$ cat config.mk
export PLATFORM = sky130hd
export DESIGN_NAME = multicycle_ctrl
export DESIGN_NICKNAME = d
export VERILOG_FILES = /design/src/rtl/mc_ctrl_pkg.sv /design/src/rtl/multicycle_ctrl_mem_wait_timer.sv /design/src/rtl/multicycle_ctrl.sv
export SDC_FILE = /design/constraint.sdc
export NUM_CORES = 1
export LEC_CHECK = 0
export ABC_AREA = 1
export CORE_AREA = 8 8 83 85
export DETAILED_ROUTE_END_ITERATION = 10
export DIE_AREA = 0 0 91 93
export PLACE_DENSITY = 0.79
export SYNTH_ARGS = -nofsm -noshare
export SYNTH_HDL_FRONTEND = slang
export SYNTH_SLANG_ARGS = --single-unit
$ cat constraint.sdc
create_clock -name clk -period 1.8 [get_ports clk]
set_input_delay 0.27 -clock clk [delete_from_list [all_inputs] [get_ports clk]]
set_output_delay 0.27 -clock clk [all_outputs]
set_load 0.01 [all_outputs]
$ cat src/rtl/mc_ctrl_pkg.sv
// mc_ctrl_pkg: shared constants for the multi-cycle MIPS controller.
//   Opcode values decoded in DECODE, 4-bit state encodings, the mux-select
//   and ALU-op codes driven to the datapath, the trap-cause codes, and the
//   control-word bundle produced by the state decode.
package mc_ctrl_pkg;

  // Opcodes (IR[31:26])
  localparam logic [5:0] OP_RTYPE = 6'b000000;
  localparam logic [5:0] OP_LW    = 6'b100011;
  localparam logic [5:0] OP_SW    = 6'b101011;
  localparam logic [5:0] OP_BEQ   = 6'b000100;
  localparam logic [5:0] OP_J     = 6'b000010;
  localparam logic [5:0] OP_ADDI  = 6'b001000;

  // State encodings (also visible on state_out)
  localparam logic [3:0] S_FETCH  = 4'd0;
  localparam logic [3:0] S_DECODE = 4'd1;
  localparam logic [3:0] S_MEMADR = 4'd2;
  localparam logic [3:0] S_MEMRD  = 4'd3;
  localparam logic [3:0] S_MEMWB  = 4'd4;
  localparam logic [3:0] S_MEMWR  = 4'd5;
  localparam logic [3:0] S_EXEC   = 4'd6;
  localparam logic [3:0] S_RWB    = 4'd7;
  localparam logic [3:0] S_BRANCH = 4'd8;
  localparam logic [3:0] S_JUMP   = 4'd9;
  localparam logic [3:0] S_ADDIEX = 4'd10;
  localparam logic [3:0] S_ADDIWB = 4'd11;
  localparam logic [3:0] S_TRAP   = 4'd12;

  // ALU B-operand select
  localparam logic [1:0] SRCB_REG    = 2'b00;
  localparam logic [1:0] SRCB_FOUR   = 2'b01;
  localparam logic [1:0] SRCB_IMM    = 2'b10;
  localparam logic [1:0] SRCB_IMM_SH = 2'b11;

  // PC source select
  localparam logic [1:0] PCSRC_ALU    = 2'b00;
  localparam logic [1:0] PCSRC_ALUOUT = 2'b01;
  localparam logic [1:0] PCSRC_JUMP   = 2'b10;

  // ALU operation to ALUControl
  localparam logic [1:0] ALUOP_ADD   = 2'b00;
  localparam logic [1:0] ALUOP_SUB   = 2'b01;
  localparam logic [1:0] ALUOP_FUNCT = 2'b10;

  // Trap causes
  localparam logic [1:0] CAUSE_NONE    = 2'b00;
  localparam logic [1:0] CAUSE_ILLEGAL = 2'b01;
  localparam logic [1:0] CAUSE_TIMEOUT = 2'b10;

  // Datapath control bundle produced by the state decode
  typedef struct packed {
    logic       memRead;
    logic       memWrite;
    logic       iOrD;
    logic       irWrite;
    logic       pcWrite;
    logic [1:0] pcSource;
    logic       aluSrcA;
    logic [1:0] aluSrcB;
    logic [1:0] aluOp;
    logic       regDst;
    logic       memToReg;
    logic       regWrite;
  } ctrlWord_t;

  function automatic logic isSupported(input logic [5:0] op);
    return (op == OP_RTYPE) || (op == OP_LW) || (op == OP_SW) ||
           (op == OP_BEQ) || (op == OP_J) || (op == OP_ADDI);
  endfunction

endpackage

$ cat src/rtl/multicycle_ctrl_mem_wait_timer.sv
// mem_wait_timer: counts cycles spent waiting for mem_ready and flags a
//   timeout when the count reaches MEM_TIMEOUT with no ready this cycle.
//   MEM_TIMEOUT = 0 disables the timeout.
// Ports:
//   clk       rising-edge clock
//   rst       synchronous active-high reset
//   clear     zero the count (controller is changing state)
//   waiting   controller is in a state that waits on mem_ready
//   memReady  memory completes the access this cycle
//   timeout   waiting, no ready, and the count has hit MEM_TIMEOUT
module mem_wait_timer #(
  parameter int MEM_TIMEOUT = 15
) (
  input  logic clk,
  input  logic rst,
  input  logic clear,
  input  logic waiting,
  input  logic memReady,
  output logic timeout
);

  localparam int CW = (MEM_TIMEOUT > 1) ? $clog2(MEM_TIMEOUT + 1) : 1;
  localparam logic [CW-1:0] LIMIT = CW'(MEM_TIMEOUT);

  logic [CW-1:0] waitCount;

  // The count stops at LIMIT, so with the timeout disabled it simply sits at 0.
  always_ff @(posedge clk) begin
    if (rst || clear || memReady) begin
      waitCount <= '0;
    end else if (waiting && (waitCount != LIMIT)) begin
      waitCount <= waitCount + CW'(1);
    end
  end

  assign timeout = (MEM_TIMEOUT > 0) && waiting && !memReady && (waitCount == LIMIT);

endmodule

$ cat src/rtl/multicycle_ctrl.sv
// multicycle_ctrl: multi-cycle MIPS control FSM (FETCH/DECODE/EXEC/MEM/WB)
//   for R-type, lw, sw, beq, j and addi, with a mem_ready handshake and
//   memory-wait timeout trap.
// Build option: define MC_CTRL_ILLEGAL_TRAP_EN to trap on unsupported opcodes;
//   otherwise an unsupported opcode retires as a NOP.
// Ports:
//   clk, rst              clock; synchronous active-high reset
//   opcode                IR[31:26], valid from DECODE onward
//   alu_zero, mem_ready   ALU zero flag; memory access completes this cycle
//   mem_read, mem_write   memory requests
//   i_or_d                memory address from PC (0) or ALUOut (1)
//   ir_write, pc_write    IR / PC load enables
//   pc_source, alu_src_a, alu_src_b, alu_op, reg_dst, mem_to_reg   datapath selects
//   reg_write             register file write enable
//   state_out             current state encoding (debug)
//   trap, trap_cause      trap flag and cause (01 illegal, 10 timeout)
//   instr_count           instructions retired since reset (wraps)
module multicycle_ctrl
  import mc_ctrl_pkg::*;
#(
  parameter int CNT_W       = 32,
  parameter int MEM_TIMEOUT = 15
) (
  input  logic             clk,
  input  logic             rst,
  input  logic [5:0]       opcode,
  input  logic             alu_zero,
  input  logic             mem_ready,
  output logic             mem_read,
  output logic             mem_write,
  output logic             i_or_d,
  output logic             ir_write,
  output logic             pc_write,
  output logic [1:0]       pc_source,
  output logic             alu_src_a,
  output logic [1:0]       alu_src_b,
  output logic [1:0]       alu_op,
  output logic             reg_dst,
  output logic             mem_to_reg,
  output logic             reg_write,
  output logic [3:0]       state_out,
  output logic             trap,
  output logic [1:0]       trap_cause,
  output logic [CNT_W-1:0] instr_count
);

  logic [3:0]       state, nextState;
  logic [1:0]       trapCause, nextCause;
  logic [CNT_W-1:0] instrCount;
  logic             retire;
  logic             waiting;
  logic             timeout;
  ctrlWord_t        ctrl;

  assign waiting = (state == S_FETCH) || (state == S_MEMRD) || (state == S_MEMWR);

  // Any state change clears the wait count, which covers every entry into a waiting state.
  mem_wait_timer #(.MEM_TIMEOUT(MEM_TIMEOUT)) uWaitTimer (
    .clk      (clk),
    .rst      (rst),
    .clear    (nextState != state),
    .waiting  (waiting),
    .memReady (mem_ready),
    .timeout  (timeout)
  );

  // Next-state, retire and trap-cause logic
  always_comb begin
    // NOTE: every always_comb output gets a default first so no path leaves it unassigned (no latch).
    nextState = state;
    nextCause = trapCause;
    retire    = 1'b0;
    case (state)
      S_FETCH: begin
        if (timeout) begin
          nextState = S_TRAP;
          nextCause = CAUSE_TIMEOUT;
        end else if (mem_ready) begin
          nextState = S_DECODE;
        end
      end
      S_DECODE: begin
        if (!isSupported(opcode)) begin
`ifdef MC_CTRL_ILLEGAL_TRAP_EN
          nextState = S_TRAP;
          nextCause = CAUSE_ILLEGAL;
`else
          nextState = S_FETCH;
          retire    = 1'b1;
`endif
        end else begin
          case (opcode)
            OP_RTYPE:      nextState = S_EXEC;
            OP_LW, OP_SW:  nextState = S_MEMADR;
            OP_BEQ:        nextState = S_BRANCH;
            OP_J:          nextState = S_JUMP;
            default:       nextState = S_ADDIEX;
          endcase
        end
      end
      S_MEMADR: nextState = (opcode == OP_LW) ? S_MEMRD : S_MEMWR;
      S_MEMRD: begin
        if (timeout) begin
          nextState = S_TRAP;
          nextCause = CAUSE_TIMEOUT;
        end else if (mem_ready) begin
          nextState = S_MEMWB;
        end
      end
      S_MEMWR: begin
        if (timeout) begin
          nextState = S_TRAP;
          nextCause = CAUSE_TIMEOUT;
        end else if (mem_ready) begin
          nextState = S_FETCH;
          retire    = 1'b1;
        end
      end
      S_EXEC:   nextState = S_RWB;
      S_ADDIEX: nextState = S_ADDIWB;
      S_MEMWB, S_RWB, S_ADDIWB, S_BRANCH, S_JUMP: begin
        nextState = S_FETCH;
        retire    = 1'b1;
      end
      S_TRAP:   nextState = S_TRAP;
      default:  nextState = S_FETCH;
    endcase
  end

  always_ff @(posedge clk) begin
    // NOTE: sequential state uses non-blocking assignments so all registers update from pre-edge values.
    if (rst) begin
      state      <= S_FETCH;
      trapCause  <= CAUSE_NONE;
      instrCount <= '0;
    end else begin
      state     <= nextState;
      trapCause <= nextCause;
      if (retire) begin
        instrCount <= instrCount + CNT_W'(1);
      end
    end
  end

  // Moore decode of the state; FETCH and BRANCH gate their PC/IR loads
  always_comb begin
    ctrl = '0;
    case (state)
      S_FETCH: begin
        ctrl.memRead = 1'b1;
        ctrl.aluSrcB = SRCB_FOUR;
        ctrl.aluOp   = ALUOP_ADD;
        ctrl.pcSource = PCSRC_ALU;
        ctrl.irWrite = mem_ready;
        ctrl.pcWrite = mem_ready;
      end
      S_DECODE: begin
        ctrl.aluSrcB = SRCB_IMM_SH;
        ctrl.aluOp   = ALUOP_ADD;
      end
      S_MEMADR, S_ADDIEX: begin
        ctrl.aluSrcA = 1'b1;
        ctrl.aluSrcB = SRCB_IMM;
        ctrl.aluOp   = ALUOP_ADD;
      end
      S_MEMRD: begin
        ctrl.memRead = 1'b1;
        ctrl.iOrD    = 1'b1;
      end
      S_MEMWB: begin
        ctrl.regWrite = 1'b1;
        ctrl.memToReg = 1'b1;
      end
      S_MEMWR: begin
        // A timed-out store must not be committed to memory.
        ctrl.memWrite = !timeout;
        ctrl.iOrD     = 1'b1;
      end
      S_EXEC: begin
        ctrl.aluSrcA = 1'b1;
        ctrl.aluSrcB = SRCB_REG;
        ctrl.aluOp   = ALUOP_FUNCT;
      end
      S_RWB: begin
        ctrl.regWrite = 1'b1;
        ctrl.regDst   = 1'b1;
      end
      S_ADDIWB: ctrl.regWrite = 1'b1;
      S_BRANCH: begin
        ctrl.aluSrcA  = 1'b1;
        ctrl.aluSrcB  = SRCB_REG;
        ctrl.aluOp    = ALUOP_SUB;
        ctrl.pcSource = PCSRC_ALUOUT;
        ctrl.pcWrite  = alu_zero;
      end
      S_JUMP: begin
        ctrl.pcSource = PCSRC_JUMP;
        ctrl.pcWrite  = 1'b1;
      end
      default: ;
    endcase
  end

  // Enables are masked by rst combinationally so a reset mid-handshake drops them at once.
  assign mem_read    = ctrl.memRead  & ~rst;
  assign mem_write   = ctrl.memWrite & ~rst;
  assign ir_write    = ctrl.irWrite  & ~rst;
  assign pc_write    = ctrl.pcWrite  & ~rst;
  assign reg_write   = ctrl.regWrite & ~rst;
  assign i_or_d      = ctrl.iOrD;
  assign pc_source   = ctrl.pcSource;
  assign alu_src_a   = ctrl.aluSrcA;
  assign alu_src_b   = ctrl.aluSrcB;
  assign alu_op      = ctrl.aluOp;
  assign reg_dst     = ctrl.regDst;
  assign mem_to_reg  = ctrl.memToReg;
  assign state_out   = state;
  assign trap        = (state == S_TRAP);
  assign trap_cause  = trapCause;
  assign instr_count = instrCount;

endmodule

==> impl_results.md <==
* Power Density at around 440 nW/um^2
* Outcome: completed
* Max cap viols at 0
* Clock latency on the worst-skew pair at a little under 0.3 ns
* Final Hold Viols at 0
* Crit path time final at around 1.7 ns
* Predominant post-synthesis flop cell: dfxtp_1
* CTS tree: done
* Req. time, crit path at approximately 1.5 ns
* # IOs at 64
* Area of the mapped netlist at between 2000 and 3000 sq um
* CP Launch Type: register
* Overall routing resource usage at approximately 21%
* Final period utilization at 96.5%
* Unrepaired setup endpoints after global routing: true
* Peak VDD IR at ~0.29 mV
* Fmax at around 580 MHz
* Global-route wire length before repair at 14600 um
* Clock Skews at between 0.01 and 0.015 ns
* Final setup fails at 0
* Die ar. at about 8500 sq um
* Post-synthesis average cell area at around 6.2 sq um
* FP Rows at 28
* Class of the worst hold path: register to register
* N_diodes at 0
* Placed inst area at 3840 sq um
* Die Wd at 91 um
* Post-DP HPWL at 6790 um
* Netlist cell types at 36
* Tot Pwr at 1.81 mW
* Fin area at 4100 sq um
* Layout Nets at 574
* Die Y at roughly 93 um
* RR Endpoint: instr_count[20]$_SDFFE_PP0P_
* Critical path endpoint: reg_dst
* CP Capture Type: output pin
* Max-slew violations at 0
* Sinks on Clock Net at about 40
* Grt ovf at 0
* Hold depth at 1
* Antenna violations before repair at 0
* YS warnings at 0
* Wire per inst at 13.9 um
* CTS Buf Count at 5
* Clock buffer depth at 2
* Via density at slightly above 5
* Area grow syn2layout at 50.4%
* Synth Instances at between 400 and 500
* TritonRoute pass-1 iters at 5
* Via count at around 3200
* R2R depth at 12
* CTS root buf: clkbuf_8
* Vias in the first global route at roughly 3300
* Largest net degree at the start of global routing at 33
* Worst Path Max Fanout at 6
* Setup CP Type: register to output pin
* DRC marker count from the first detailed-route iteration at 188
* Final GP Congestion at ~1.0
* RR Startpoint: state_out[2]$_SDFF_PP0_
* Routed WL at about 9000 um
* Antenna viol nets, final at 0
* Post-synth top area cell: dfxtp_1
* Area contributors post-synth: dfxtp_1, nand2_1, nor2_1, inv_1, a21oi_1
* DRC violations left at 0
* Htree depth at 2
* Post-synth EDFFs at 0
* Initial Utilization at approximately half
* Worst EP arrival at 1.47 ns
* Post-route setup TNS at 0 ns
* Hold buffers post-CTS at 0
* Clock transition at path regs at ~0.07 ns
* LEAKAGE at 1.76 nW
* Ys async rst share at 0%
* Share of post-route cells with drive strength above 1 at around a quarter
* Reg-to-reg setup timing slack at about 0.080 ns
* Seq/Total Area, Yosys at 30.1%
* Core Region at about 5700 sq um
* Crit path from: state_out[3]$_SDFF_PP0_
* Post-synth top area share at between 30% and 40%
* Yosys reg bits at between 40 and 50
* Port Buffers at 62
* Synthesized Nets at approximately 450
* Utilization after layout at between 70 and 80%
==> metrics by stage <==
step / hold slack (ns) / setup slack [ns] / std cells
4_1_cts: 0.490 / 0.0130 / 631
3_3_place_gp: 0.459 / -0.0815 / 625
5_1_grt: 0.496 / -0.0240 / 636
2_1_floorplan: 0.500 / 0.116 / 441
6_report: 0.476 / 0.0624 / 636
3_5_place_dp: 0.471 / -0.178 / 625
==> cells in the mapped netlist (all sizes together) (3+ instances only) <==
library cell / number
dfxtp: 41
xnor2: 6
nor2: 72
nand3: 24
clkbuf: 3
nand4: 11
inv: 53
nand2: 127
nor3: 27
xor2: 12
a21oi: 35
o21ai: 9
buf: 7
==> registers in the layout, summed over array words and instances (netlist names) <==
name                  flops
instr_count              32
state_out                 4
trap_cause                1
uWaitTimer.waitCount      4
==> layout by cell type, fill, tap and decap left out, drive strengths merged, types with 2 or more instances in the layout <==
master	instances
and3	2
nand3	24
nand4	11
dlygate4sd2	12
xnor2	6
nor2	72
clkdlybuf4s50	47
o21bai	2
nand2	127
dfxtp	41
xor2	12
o21ai	9
a31oi	2
inv	53
a21oi	35
ha	2
o21a	2
buf	62
clkbuf	7
nor3	27
==> per-layer routing <==
metal	share of wire [%]	GRT usage [%]	up-vias
li1	-	-	1650
met1	39	21.7	1472
met2	52	38.0	114
met3	7.3	5.45	13
met4	1.8	8.05	0
met5	0	0	-
==> area by class of cell <==
class | count | area (sq um)
Fill cell | 522 | 1570
Clock inverter | 1 | 5.00
Tap cell | 75 | 93.8
Multi-Input combinational cell | 337 | 1780
Inverter | 53 | 211
Clock buffer | 5 | 68.8
Timing Repair Buffer | 124 | 1100
Sequential cell | 41 | 842
==> power by group <==
part | switching [mW] | total (mW) | internal, mW
clock | 0.306 | 0.561 | 0.255
sequential | 0.0139 | 0.926 | 0.912
combinational | 0.171 | 0.319 | 0.148
total | 0.491 | 1.81 | 1.32
==> worst max-delay path, stage by stage (launching register included) <==
cell and delay [ns]:
dfxtp_4 0.39, inv_2 0.07, nand2_2 0.07, nor2_1 0.10, clkdlybuf4s50_1 0.55
==> worst min-delay path by stage <==
stage / start / end / slack [ns]
5_1_grt: instr_count[0]$_SDFFE_PP0P_ / instr_count[0]$_SDFFE_PP0P_ / 0.50
2_1_floorplan: instr_count[0]$_SDFFE_PP0P_ / instr_count[0]$_SDFFE_PP0P_ / 0.50
4_1_cts: trap_cause[1]$_SDFFE_PP0P_ / trap_cause[1]$_SDFFE_PP0P_ / 0.49
3_5_place_dp: trap_cause[1]$_SDFFE_PP0P_ / trap_cause[1]$_SDFFE_PP0P_ / 0.47
3_3_place_gp: trap_cause[1]$_SDFFE_PP0P_ / trap_cause[1]$_SDFFE_PP0P_ / 0.46
6_report: instr_count[0]$_SDFFE_PP0P_ / instr_count[0]$_SDFFE_PP0P_ / 0.48
==> cells by family after synthesis <==
logic type      Yosys count  synth area share, %
fa+ha+maj                 2                0.917
buf+inv                  63                 9.90
mux                       1                0.413
simple gates            264                 42.8
xor+xnor                 18                 5.78
other cells               1                0.137
flops                    41                 30.1
compound gates           51                 9.99
==> repair_timing <==
action / 4_1_cts / 5_1_grt
pin swaps: 0 / 9
endpoints found under the setup margin: 23 / 32
resized for setup: 30 / 53
cloned: 0 / 0
setup buffers: 0 / 5
Note: power is estimated with default switching activity, not from simulation.
==> variant 1 (same flow settings) <==
`MEM_TIMEOUT` is set to 15 in 2 places; all go to 17.
--- a/src/rtl/multicycle_ctrl_mem_wait_timer.sv
+++ b/src/rtl/multicycle_ctrl_mem_wait_timer.sv
@@ -9,7 +9,7 @@
 //   memReady  memory completes the access this cycle
 //   timeout   waiting, no ready, and the count has hit MEM_TIMEOUT
 module mem_wait_timer #(
-  parameter int MEM_TIMEOUT = 15
+  parameter int MEM_TIMEOUT = 17
 ) (
   input  logic clk,
   input  logic rst,
--- a/src/rtl/multicycle_ctrl.sv
+++ b/src/rtl/multicycle_ctrl.sv
@@ -19,7 +19,7 @@
   import mc_ctrl_pkg::*;
 #(
   parameter int CNT_W       = 32,
-  parameter int MEM_TIMEOUT = 15
+  parameter int MEM_TIMEOUT = 17
 ) (
   input  logic             clk,
   input  logic             rst,
Behaviour: same outputs for any inputs over 10 cycles, from zero or initial values and one cycle with rst high; that may be too few to reach the edited logic, so the function may still have changed.
==> variant 1 against the unedited design <==
  * The flow now finishes with violations (negative setup slack)
  * Largest cell class unchanged
  * Routed wire length increased by 3.8%
  * Count of clock-buffer cells in the layout unchanged
  * Area after synthesis is 3.8% higher
  * Sequential power is 2.4% higher
  * Core utilization is 2.6 points higher
  * Fmax fell by 4.1%
  * Worst setup slack got worse by 0.074 ns
  * Sequential cell count rose by 1
  * Cell area increased by 3.6%
  * Power rose by 5.5%
  * Critical endpoint is now instr_count[15]
  * Critical path depth up 7
==> variant 1: results (changes against the unedited design) <==
Drt
  – Met3 routed WL: 531 µm (was 644 µm)
  – DR pass1 iterations: 4 (was 5)
  – Met2 wire len: 4750 µm (was 4600 µm)
  – 1st-iter DRT viols: 192 (was 188)
  – Average wire per standard cell: 14.1 µm (was 13.9 µm)
  – Routed length on met1: 3690 µm (was 3440 µm)

Global route
  – GRT met2 Usage: 0.381 (was 0.380)
  – Tot GR Track Use: 0.204 (was 0.205)
  – Vias in the first global route: 3307 (was 3306)
  – Global Route met1 Usage: 0.210 (was 0.217)

Finish
  – Area grow syn2layout: 50.1% (was 50.4%)
  – Share of cells above drive strength 1: 0.250 (was 0.244)
  – Fillers: 454 (was 522)
  – Layout Nets: 589 (was 574)

Yosys
  – Largest cells by area after synthesis: dfxtp_1 (30%), nand2_1 (16%), nor2_1 (9.3%) (was dfxtp_1 (30%), nand2_1 (17%), nor2_1 (9.2%))
  – Synth Area in XOR/XNOR: 0.0835 (was 0.0578)
  – Syn_nets: 465 (was 453)
  – Post-synthesis compound-gate area fraction: 0.110 (was 0.100)

Outcome
  – Status: complete, but fails checks (was finished, final reports clean)
  – Failing checks: negative setup slack

STA
  – Final setup vio count: 2 (was 0)
  – Final WS setup: -0.0118 ns (was 0.0624 ns)
  – Final Skew: 0.00858 ns (was 0.0102 ns)

Clock tree
  – Number of setup buffers added after CTS: 3 (was 0)

Worst setup path
  – Crit path max-delay family: simple AND/OR/NAND/NOR gates (was buffers and inverters)

Pwr
  – P_leak: 1.77 nW (was 1.76 nW)

Place
  – Post-Place Setup Slack: -0.243 ns (was -0.178 ns)
==> variant 1: cell count changes after synthesis, moves of 3 or more <==
cell     before  now
nor3_2        3    0
nand3_1      22   25
xnor2_1       6   12
nor2_4        0    3
inv_2         4    8
nand4_1      10    4
nor2_1       67   70
xor2_1       12   15
a21oi_1      34   41
nand2_1     121  124
inv_1        48   42
nor3_1       24   16
==> variant 1: metrics by stage <==
step	setup TNS (ns)	area, µm²	instances	hold slack (ns)	util
floorplan	0	2830	452	0.474	-
global placement	-5.91	3940	636	0.443	0.695
detailed placement	-7.92	3940	636	0.447	0.695
CTS	0	4050	647	0.466	0.714
global route	-1.79	4250	652	0.478	0.749
finish	-0.0206	4250	652	0.465	0.749
==> variant 1: worst register-to-register path, cell delays in order, from the launching register on <==
cell and delay (ns):
dfxtp_2 0.34, buf_12 0.13, nor2_4 0.19, inv_2 0.08
nand3_2 0.07, o21ai_2 0.07, a211oi_2 0.26, nand2_4 0.15
clkinv_4 0.12, buf_12 0.13, nand2_1 0.07, a21oi_2 0.13
==> variant 1: area by class of cell <==
type                    count  share of cell area
well taps                  75              0.0221
flip-flops and latches     42               0.201
repair buffers            128               0.269
clock buffers               5              0.0162
inverters                  51              0.0462
clock inverters             3             0.00500
multi-input cells         348               0.440
==> variant 1: worst paths after layout <==
check	startpoint	endpoint	cells past startpoint
min	trap_cause[1]	trap_cause[1]	2
max	state_out[3]	instr_count[15]	11
max reg2reg	state_out[3]	instr_count[15]	11
min reg2reg	trap_cause[1]	trap_cause[1]	2
==> variant 1: report_power, final <==
| group | leakage (nW) | internal, mW | switching, mW |
|---|---|---|---|
| Sequential | 0.343 | 0.935 | 0.0126 |
| Clock | 0.0441 | 0.273 | 0.343 |
| Combinational | 1.38 | 0.159 | 0.183 |
==> variant 2 (config.mk and constraints unchanged) <==
Made on the original files. Make the reset (`rst`) asynchronous in one clocked block. Comments in the files are not updated.
--- a/src/rtl/multicycle_ctrl.sv
+++ b/src/rtl/multicycle_ctrl.sv
@@ -127,7 +127,7 @@
     endcase
   end
 
-  always_ff @(posedge clk) begin
+  always_ff @(posedge clk or posedge rst) begin
     // NOTE: sequential state uses non-blocking assignments so all registers update from pre-edge values.
     if (rst) begin
       state      <= S_FETCH;
Formal check against the unedited RTL: differs if rst is asserted again (counterexample within 4 cycles, from zero or initial values and one cycle with rst high); with rst held inactive, the same outputs for 10 cycles.
==> variant 2 against the unedited design <==
  * The flow now finishes with violations (negative setup slack)
  * Register-to-register slack lost 0.23 ns
  * Cell area grew 12%
  * Fmax shrank 11%
  * Routed wire length grew 31%
  * First-iteration DRC count grew 94%
  * Die area is the same
  * Worst setup slack lost 0.21 ns
  * Sequential cell count is the same
  * Core utilization grew 8.5 points
  * Non-clock buffer count grew 15
  * Global-route usage grew 0.95 points
  * Area after synthesis grew 0.50%
  * Critical path type is now reg2reg
  * Highest routed layer unchanged
Power is not compared: it rests on default switching activity, and its combinational part moved more than twofold at a synthesized area within 25%.
==> variant 2: results (changes against the unedited design) <==
Worst setup path
  – CP max-delay cell: dfrtp_2 (was clkdlybuf4s50_1)
  – Max incr delay on CP: 0.48 ns (was 0.55 ns)
  – Worst Path Arrival: 2.20 ns (was 1.47 ns)
  – CP max FO: 5 (was 6)

Drt
  – DR pass1 iterations: 6 (was 5)
  – Drc violations: 0 (unchanged)
  – Total length of routed wires: 11600 µm (was 8850 µm)
  – Via density: 5.72 (was 5.11)
  – 1st-iter DRT viols: 365 (was 188)

Global route
  – Tot GR Track Use: 0.215 (was 0.205)
  – Largest net degree at the start of global routing: 38 (was 33)
  – Vias in the first global route: 3147 (was 3306)
  – First-pass GRT wire length: 14900 µm (was 14600 µm)
  – Initial antenna violation count: 0 (unchanged)

Finish
  – Share of cells above drive strength 1: 0.404 (was 0.244)
  – Max FFs per register: 32 (unchanged)
  – Layout Nets: 536 (was 574)
  – Final cell count without fillers: 600 (was 636)
  – # diodes: 0 (unchanged)

Pwr
  – P_leak: between 2 and 2.5 nW
  – Peak supply drop: around 910 µV

Place
  – Global placement routability congestion: 0.940 (was 0.997)
  – Port buffer count: 62 (unchanged)
  – Cell total after placement: 563 (was 625)
  – Hpwl dp: 6330 µm (was 6790 µm)
  – Area after DPL: 3780 µm² (was 3840 µm²)

Yosys
  – Syn_nets: 393 (was 453)
  – Sequential element share of the synthesized area: 0.367 (was 0.301)
  – Syn Inst Count: 381 (was 441)
  – Largest cells by area after synthesis: dfrtp_1 (34%), nand2_1 (13%), nor2_1 (7.7%) (was dfxtp_1 (30%), nand2_1 (17%), nor2_1 (9.2%))
  – Synth cell count leaders: nand2_1 (96), nor2_1 (56), inv_1 (42), dfrtp_1 (37), nand3_1 (28) (was nand2_1 (121), nor2_1 (67), inv_1 (48), dfxtp_1 (41), a21oi_1 (34))
  – Async set-reset flop share out of synthesis: 0.902 (was 0)
  – Yosys warnings: 0 (unchanged)
  – Unique masters post-synth: 34 (was 36)
  – Synth top area share: 0.338 (was 0.301)

Clock tree
  – Clk pin slew, worst setup/hold paths: around 0.080 ns
  – Num CTS Buffers: 5 (unchanged)
  – Clk_lat worst skew: 0.31 ns (was 0.29 ns)
  – Htree depth: 2 (unchanged)
  – Clock Tree Root: clkbuf_8 (unchanged)
  – Max clock buf depth: 2 (unchanged)

STA
  – Slew Limit Fails: 0 (unchanged)
  – Final WS setup: -0.149 ns (was 0.0624 ns)
  – Final Skew: 0.00592 ns (was 0.0102 ns)
  – Final setup vio count: 33 (was 0)

Outcome
  – Status: complete, but fails checks (was finished, final reports clean)
  – Failing checks: negative setup slack

Min path
  – Worst hold path type: reg2reg (unchanged)
## variant 2: cell types whose count changed after synthesis, sizes merged, moves of 5 or more
| cell | change |
|---|---|
| a21oi | -31 |
| dfrtp | +37 |
| dfxtp | -37 |
| nand2 | -21 |
| nand3 | +5 |
| nor3 | -15 |
| xnor2 | +6 |
| xor2 | +9 |
## variant 2: cell type report
class,instances,area [µm²]
timing repair buffer,139,1240
multi-input combinational,287,1940
fill,342,1090
tap,75,93.8
clock buffer,5,68.8
clock inverter,3,17.5
inverter,50,205
sequential,41,1010
## variant 2: cells by family (layout without fill, tap and decap cells)
kind of cell,Yosys count,after routing,synth area share
AND/OR/NAND/NOR,237,237,0.401
buffers and inverters,53,197,0.0817
flip-flops,41,41,0.367
XOR/XNOR,33,33,0.105
AO/OA/AOI/OAI,13,13,0.0310
adder cells (fa/ha/maj),2,2,0.00912
other,1,1,0.00137
multiplexers,1,1,0.00411
## variant 2: path summary, 6_finish.rpt
check	from	cells past startpoint	end	slack, ns
setup / recovery	state_out[1]	13	uWaitTimer.waitCount[3]	-0.15
hold / removal	instr_count[13]	1	instr_count[13]	0.52
setup reg to reg	state_out[1]	13	uWaitTimer.waitCount[3]	-0.15
hold reg to reg	instr_count[13]	1	instr_count[13]	0.52
max in group asynchronous	rst	3	state_out[0]	0.83
min in group asynchronous	rst	3	state_out[2]	0.61
## variant 2: critical path, delay by kind of cell, from the launching register on
family,cells,cell delay [ns]
compound gates,1,0.14
buf+inv,3,0.40
flops,1,0.48
simple gates,9,0.87
## variant 2: repair_timing
action / CTS / global route
pin swaps: 18 / 32
gates resized for setup: 89 / 98
buffers inserted: 18 / 13
endpoints found under the setup margin: 46 / 47
## variant 2: routing by layer
layer,vias to the layer above,part of all wire,GRT usage,wire [µm]
met3,85,0.088,0.0465,1020
li1,1489,-,-,-
met4,0,0.066,0.0982,762
met1,1612,0.34,0.242,3970
met2,243,0.50,0.381,5840
met5,-,0,0,0
## variant 2: metrics by stage
stage                     TNS (ns)  hold slack [ns]  setup WS, ns
final                        -2.66            0.523        -0.149
after global routing         -4.96            0.572        -0.205
after CTS                   -0.436            0.515        -0.208
after global placement       -3.27            0.495        -0.169
after floorplan                  0            0.458         0.199
after detailed placement     -5.07            0.496        -0.222
## variant 2: power breakdown
| part | internal, mW | total (mW) | leakage [nW] | switching [mW] |
|---|---|---|---|---|
| sequential | 1.09 | 1.32 | 0.512 | 0.232 |
| combinational | 1.27 | 2.80 | 1.71 | 1.53 |
| clock | 0.268 | 0.613 | 0.0439 | 0.345 |
